**config.mk**
```make
export PLATFORM = sky130hd
export DESIGN_NAME = trojan_pattern_sweeper
export DESIGN_NICKNAME = d
export VERILOG_FILES = /design/src/rtl/trojan_sweep_pkg.sv /design/src/rtl/sweep_misr.sv /design/src/rtl/trojan_pattern_sweeper.sv
export SDC_FILE = /design/constraint.sdc
export NUM_CORES = 1
export LEC_CHECK = 0
export CAP_MARGIN = 20
export CORE_UTILIZATION = 45
export CTS_BUF_LIST = sky130_fd_sc_hd__clkbuf_16
export DETAILED_ROUTE_END_ITERATION = 16
export PLACE_DENSITY = 0.74
export SETUP_SLACK_MARGIN = 0.1
export SYNTH_ARGS = -nofsm -noshare
export SYNTH_HDL_FRONTEND = slang
export SYNTH_SLANG_ARGS = --single-unit
```
**constraint.sdc**
```tcl
create_clock -name CK -period 1.9 [get_ports CK]
set_input_delay 0.475 -clock CK [delete_from_list [all_inputs] [get_ports CK]]
set_output_delay 0.475 -clock CK [all_outputs]
set_load 0.02 [all_outputs]
```
**src/rtl/trojan_sweep_pkg.sv**
```systemverilog
// Shared types and defaults for the exhaustive pattern sweeper.
package trojan_sweep_pkg;

    typedef enum logic [1:0] {
        IDLE,
        SETTLE,
        SAMPLE,
        DONE
    } sweep_state_e;

    localparam int DEFAULT_SIG_W = 16;
    localparam logic [DEFAULT_SIG_W-1:0] DEFAULT_MISR_POLY = 16'h1021;

endpackage

```
**src/rtl/sweep_misr.sv**
```systemverilog
// Serial-input MISR compacting the DUT response stream into a signature.
module sweep_misr
    import trojan_sweep_pkg::*;
#(
    parameter int               SIG_W = DEFAULT_SIG_W,
    parameter logic [SIG_W-1:0] POLY  = SIG_W'(DEFAULT_MISR_POLY)
) (
    input  logic             CK,
    input  logic             reset,
    input  logic             clr,
    input  logic             en,
    input  logic             din,
    output logic [SIG_W-1:0] sig
);

    logic [SIG_W-1:0] fb;

    assign fb = sig[SIG_W-1] ? POLY : '0;

    always_ff @(posedge CK or posedge reset) begin
        if (reset) begin
            sig <= '0;
        end else if (clr) begin
            sig <= '0;
        end else if (en) begin
            sig <= {sig[SIG_W-2:0], 1'b0} ^ fb ^ {{(SIG_W-1){1'b0}}, din};
        end
    end

endmodule

```
**src/rtl/trojan_pattern_sweeper.sv**
```systemverilog
// Walks every input pattern of a small DUT, captures each response and
// hands the response vector plus MISR signature off on valid/ready.
module trojan_pattern_sweeper
    import trojan_sweep_pkg::*;
#(
    parameter int               N_IN       = 4,
    parameter int               SETTLE_CYC = 1,
    parameter int               SIG_W      = DEFAULT_SIG_W,
    parameter logic [SIG_W-1:0] MISR_POLY  = SIG_W'(DEFAULT_MISR_POLY)
) (
    input  logic                 CK,
    input  logic                 reset,
    input  logic                 start,
    output logic [0:N_IN-1]      n_out,
    input  logic                 dut_resp,
    output logic                 busy,
    output logic [N_IN-1:0]      pattern_idx,
    output logic                 resp_valid,
    input  logic                 resp_ready,
    output logic [2**N_IN-1:0]   resp_vector,
    output logic [SIG_W-1:0]     signature
);

    localparam int NPAT  = 2**N_IN;
    localparam int CNT_W = $clog2(SETTLE_CYC + 1);
    localparam logic [N_IN-1:0]  LAST_IDX = N_IN'(NPAT - 1);
    localparam logic [CNT_W-1:0] CNT_LOAD = CNT_W'(SETTLE_CYC);
    localparam logic [CNT_W-1:0] CNT_ONE  = CNT_W'(1);

    sweep_state_e     state;
    sweep_state_e     state_nx;
    logic [CNT_W-1:0] cnt;
    logic             launch;
    logic             sample;
    logic             last;

    assign last = (pattern_idx == LAST_IDX);

    always_ff @(posedge CK or posedge reset) begin
        if (reset) begin
            state <= IDLE;
        end else begin
            state <= state_nx;
        end
    end

    always_comb begin
        state_nx = state;
        launch   = 1'b0;
        sample   = 1'b0;
        unique case (state)
            IDLE: begin
                if (start) begin
                    launch   = 1'b1;
                    state_nx = SETTLE;
                end
            end
            SETTLE: begin
                if (cnt == CNT_ONE) begin
                    state_nx = SAMPLE;
                end
            end
            SAMPLE: begin
                sample   = 1'b1;
                state_nx = last ? DONE : SETTLE;
            end
            DONE: begin
                if (resp_ready) begin
                    state_nx = IDLE;
                end
            end
            default: state_nx = IDLE;
        endcase
    end

    always_ff @(posedge CK or posedge reset) begin
        if (reset) begin
            pattern_idx <= '0;
            cnt         <= '0;
            resp_vector <= '0;
        end else if (launch) begin
            pattern_idx <= '0;
            cnt         <= CNT_LOAD;
            resp_vector <= '0;
        end else if (state == SETTLE) begin
            cnt <= cnt - CNT_ONE;
        end else if (sample) begin
            resp_vector[pattern_idx] <= dut_resp;
            // Last pattern stays applied; the sweep never wraps.
            if (!last) begin
                pattern_idx <= pattern_idx + 1'b1;
                cnt         <= CNT_LOAD;
            end
        end
    end

    sweep_misr #(
        .SIG_W (SIG_W),
        .POLY  (MISR_POLY)
    ) u_misr (
        .CK    (CK),
        .reset (reset),
        .clr   (launch),
        .en    (sample),
        .din   (dut_resp),
        .sig   (signature)
    );

    assign n_out      = pattern_idx;
    assign busy       = (state == SETTLE) || (state == SAMPLE);
    assign resp_valid = (state == DONE);

endmodule

```
* After elaboration in Yosys (flattened, before gate mapping)
Index checks and enable logic that the tools add are counted.
** Operators by class
- Add/subtract/negate cells :: 2
- Order comparisons :: 2
- Eq/ne operators :: 10
- Muxes and demuxes :: 25
- Bitwise operators :: 2
- Reductions and logical operators :: 9
** Operator list (number)
- $mux W16 :: 5
- $bwmux W16 :: 1
- $mux W4 :: 4
- $xor A16 B1 Y16 :: 1
- $xor A16 B16 Y16 :: 1
- $mux W13 :: 1
- $mux W1 :: 8
- $mux W2 :: 4
- $ne A2 B2 Y1 const B :: 4
- $pmux W2 S4 :: 1
- $reduce_and A3 Y1 :: 2
- $lt A4 B5 Y1 const B :: 1
- $add A4 B1 Y4 const B :: 1
- $demux W1 S4 :: 1
- $eq A2 B2 Y1 const B :: 2
- $eq A4 B4 Y1 const B :: 1
- $ge A4 B1 Y1 const B :: 1
- $reduce_and A2 Y1 :: 2
- $ne A3 B2 Y1 const B :: 1
- $reduce_bool A3 Y1 :: 1
- $eq A2 B1 Y1 const B :: 1
- $logic_not A2 Y1 :: 1
- $ne A2 B1 Y1 const B :: 1
- $reduce_bool A2 Y1 :: 1
- other kinds (3) :: 3
** Word-level totals
- Register bits after elaboration :: 39
- Input bits :: 5
- Output and inout port bits :: 42
- Word-level logic and storage cells :: 55

* Longest topological paths before layout
Gate-level depths: netlist of run 1.
- Word-level depth :: 8
- Mapped depth :: 7

* By module
A second synthesis of run 1 with hierarchy kept.
** Unflattened totals
- Cells, all modules :: 189
- Area total of the unflattened synthesis :: 2087.0 um^2
** Modules (own cells, without submodules)
- trojan_pattern_sweeper :: instances 1, cells each 133, area each 1382.6 um^2, sequential area each 575.6 um^2
- sweep_misr :: instances 1, cells each 56, area each 704.4 um^2, sequential area each 400.4 um^2

* Least setup slack after synthesis of run 1
OpenSTA, ideal clock, no wires.
- Path type :: register to register
- Start point :: register pattern_idx[1] (netlist: n_out[2])
- End point :: register pattern_idx[0] (netlist: n_out[3])
- Setup time :: 0.121 ns
- Arrival time :: 1.420 ns
- Setup slack :: 0.359 ns
- Stages on the path, launching flop included :: 5
- Buffers on the path :: 0
- Period minus slack after synthesis :: 1.541 ns
- Cell sequence :: dfrtp_1 -> ha_1 -> nand3_2 -> and3_4 -> a22o_1
** Between the ends
- Cells in the longest elaborated chain, start to end :: 3
** Ends and longest elaborated chain
- from (decl) :: RTL line trojan_pattern_sweeper.sv:17 : output logic [N_IN-1:0] pattern_idx,
- from (signal assigned) :: RTL line trojan_pattern_sweeper.sv:91 : pattern_idx <= pattern_idx + 1'b1;
- $eq A4 B4 Y1 :: RTL line trojan_pattern_sweeper.sv:37 : assign last = (pattern_idx == LAST_IDX);
- $ne A2 B2 Y1 (no source line)
- $reduce_and A3 Y1 (no source line)
Every way passes these cells.
A chain may end at the register's enable or synchronous reset.

* Final worst setup path of run 1
- Start point :: register u_misr.sig[11]
- End point :: output port signature[11]
** RTL lines
- from (decl) :: RTL line sweep_misr.sv:13 : output logic [SIG_W-1:0] sig
- from (signal assigned) :: RTL line sweep_misr.sv:26 : sig <= {sig[SIG_W-2:0], 1'b0} ^ fb ^ {{(SIG_W-1){1'b0}}, din};
- to (decl) :: RTL line trojan_pattern_sweeper.sv:21 : output logic [SIG_W-1:0] signature
No word-level cell between the ends.

==> flow_summary.toml, run 1 <==
[synthesis]
synthTopCellsByArea = "dfrtp_1 (47%), mux2i_1 (6.8%), ha_1 (6.1%), nand3b_4 (4.9%), o211ai_1 (4.0%)"
synth_edf_count = 0
ys_async_sr_fraction_pct = 100
ys_seq_elements = 39
netlist.top_cell.by_area = "dfrtp_1"
yosysUniqueCellTypes = 32
yosysSeqAreaShare_pct = 47.4
ys.flop_type = "dfrtp_1"
syn_nets = 192
avgSynthCellArea_um2 = 11.6
synth_area_mm2 = 0.00206
synth_top_area_share_pct = 47.4
syn-instance-count = 177
yosys_warnings = 0

[placed_design]
dp.cells = 273
port_buffers = 46
gp_congestion = 0.769
pre_cts_ws_ns = 0.0297
hpwl_um = 2900

[finish]
synthToLayoutAreaGrowth_pct = 36.2
antenna_cells = 0
drive_gt1_share_pct = 16.5
layout.cells.non_filler = 283
fin_nets = 245

[sta]
timing.final.crit_period_ns = 1.74
drv_slew = 0
fin_crit_sh_pct = 91.8
setup_viol = 0
fmax_ghz = 0.573
rsz0062_at_grt = "no"
tightest_slew_ns = 0.333
fin_ws_ns = 0.156
clock_skew_ns = 0.00336
finalSetupTns_ns = 0
max-slew-margin-rel_pct = 77.5
hold_viol_final = 0

[setup_path]
worst-path-max-fanout = 3
crit_path_start_kind = "flop"
cp-end-kind = "output pin"
cp_top_family = "buffers and inverters"
cp.buffers_inverters = 1
cpMaxStageDelayCell = "clkdlybuf4s50_1"
worstPathRequired_ns = 1.42
arrival_ns = 1.27
max_stage_delay_ns = 0.62
path_class = "reg -> out"
worstPathCellList = "clkdlybuf4s50_1"

[global_routing]
grt_pass1_wl_um = 6980
grt_overflow = 0
grt_pass1_vias = 1381
grt_antenna_before_repair = 0
grt_max_degree = 40
grtUsageTotal_pct = 18.0

[clock_network]
clk_latency_ns = 0.28
cts_tree = "yes"
h-tree-depth = 2
cts_root_buf = "clkbuf_16"
cts_buffers = 5
cts_sinks = 39
clk_pin_slew_ns = 0.06
clock_path_buffers = 2

[floorplan]
rows = 24
coreArea_mm2 = 0.00438
ios = 47
die_area_mm2 = 0.00485
chipWidth_um = 69.6
start_util_pct = 46.9
die_height_um = 69.6

[routing]
wirelength_um = 4200
via_per_inst = 5.40
drc = 0
vias = 1528
drt-initial-drc-count = 116
wl_per_cell_um = 14.8
firstDrtPassIters = 4
antenna_left = 0

[pwr]
power_density_mw_per_mm2 = 1840
ir_drop_mv = 1.05
p_leak_nw = 1.31
p_total_w = 0.00516

[job]
cap_violations = 0

[worst_hold_path]
min_path_type = "reg -> reg"

[run_status]
status = "finished clean"
## layout make-up
cell class | count | area, um2
clock buffer | 5 | 125
tap | 52 | 65.1
inverter | 8 | 30.0
timing repair buffer | 62 | 616
sequential | 39 | 976
multi-input combinational | 114 | 948
fill | 351 | 1580
clock inverter | 3 | 43.8
## cell families after synthesis
family	after synthesis	synth area share [%]
fa+ha+maj	10	6.08
xor+xnor	3	1.28
buf+inv	24	6.75
mux	14	6.81
flops	39	47.4
compound gates	46	17.9
simple gates	41	13.8
## layout by cell type (no fill, tap or decap), drive strengths merged, types with 3 or more instances in the layout
cell           instances
dfrtp                 39
dlygate4sd2            6
nand2b                 5
a211oi                 3
mux2i                 14
o311ai                 4
o31ai                 11
nand3b                 5
nand2                  5
o211ai                11
clkbuf                 7
ha                    10
xnor2                  3
a21oi                  3
inv                    8
nor2                  17
clkdlybuf4s50         37
o41ai                  5
buf                   16
## timing repair
item | in CTS | in global routing
setup endpoints to repair | 8 | 7
cloned | 0 | 0
hold buffers | 0 | 0
gates resized for setup | 9 | 6
setup buffers | 0 | 2
## path summary, 6_finish.rpt
| check | startpoint | end | slack (ns) | cells past startpoint |
|---|---|---|---|---|
| worst min register to register | resp_vector[8] | resp_vector[8] | 0.52 | 2 |
| worst max register to register | state[1] | resp_vector[1] | 0.27 | 7 |
| max in group asynchronous | reset | n_out[2] | 1.15 | 3 |
| min in group asynchronous | reset | resp_vector[9] | 0.56 | 3 |
| worst min-delay path | resp_vector[8] | resp_vector[8] | 0.52 | 2 |
| worst max-delay path | u_misr.sig[11] | signature[11] | 0.16 | 1 |
## report_power, final
group / switching [W] / internal, W
registers: 0.000258 / 0.00116
logic: 0.00147 / 0.00133
clock network: 0.000327 / 0.000619
total: 0.00205 / 0.00311
## through the flow
stage | hold WS [ns] | instance area (um2) | util [%]
after floorplan | 0.502 | 2060 | -
final | 0.522 | 2800 | 64.0
after CTS | 0.532 | 2790 | 63.6
after global placement | 0.510 | 2630 | 60.0
after detailed placement | 0.520 | 2630 | 60.0
after global routing | 0.549 | 2800 | 64.0
## layer usage
metal / wire length [um] / track usage (%) / part of all wire (%)
met5: 0 / 0 / 0
met1: 2070 / 28.1 / 49
met4: 23 / 5.33 / 0.55
met2: 1970 / 25.2 / 47
met3: 138 / 3.49 / 3.3
## synthesized netlist by cell type, types with 2 or more instances
| master | number |
|---|---|
| dfrtp_1 | 39 |
| nor2_1 | 17 |
| mux2i_1 | 14 |
| o211ai_1 | 11 |
| o31ai_1 | 11 |
| ha_1 | 10 |
| buf_4 | 9 |
| inv_1 | 8 |
| buf_2 | 6 |
| nand2b_1 | 5 |
| nand3b_4 | 5 |
| o41ai_1 | 5 |
| o311ai_1 | 4 |
| a211oi_1 | 3 |
| a21oi_1 | 3 |
| nand2_1 | 3 |
| xnor2_1 | 3 |
| a31oi_1 | 2 |
| and2_1 | 2 |
| nand2_2 | 2 |
| nand4_1 | 2 |
| nor2b_1 | 2 |
| o21ai_0 | 2 |
## state kept, by name (all words and copies together) (netlist names)
| register | count |
|---|---|
| cnt | 1 |
| n_out | 4 |
| resp_vector | 16 |
| state | 2 |
| u_misr.sig | 16 |
Power figures use the tool's default switching activity.
==> inputs of run 2 (changes only) <==
--- a/config.mk
+++ b/config.mk
@@ -11,6 +11,7 @@
 export DETAILED_ROUTE_END_ITERATION = 16
 export PLACE_DENSITY = 0.74
 export SETUP_SLACK_MARGIN = 0.1
+export SLEW_MARGIN = 20
 export SYNTH_ARGS = -nofsm -noshare
 export SYNTH_HDL_FRONTEND = slang
 export SYNTH_SLANG_ARGS = --single-unit
==> results of run 2 <==
No change in the layout: final DEF, timing and power equal those of run 1.
==> inputs of run 3 (changes only) <==
--- a/config.mk
+++ b/config.mk
@@ -9,6 +9,7 @@
 export CORE_UTILIZATION = 45
 export CTS_BUF_LIST = sky130_fd_sc_hd__clkbuf_16
 export DETAILED_ROUTE_END_ITERATION = 16
+export HOLD_SLACK_MARGIN = 0.1
 export PLACE_DENSITY = 0.74
 export SETUP_SLACK_MARGIN = 0.1
 export SLEW_MARGIN = 20
==> results of run 3 <==
No change in the layout: final DEF, timing and power equal those of run 1.
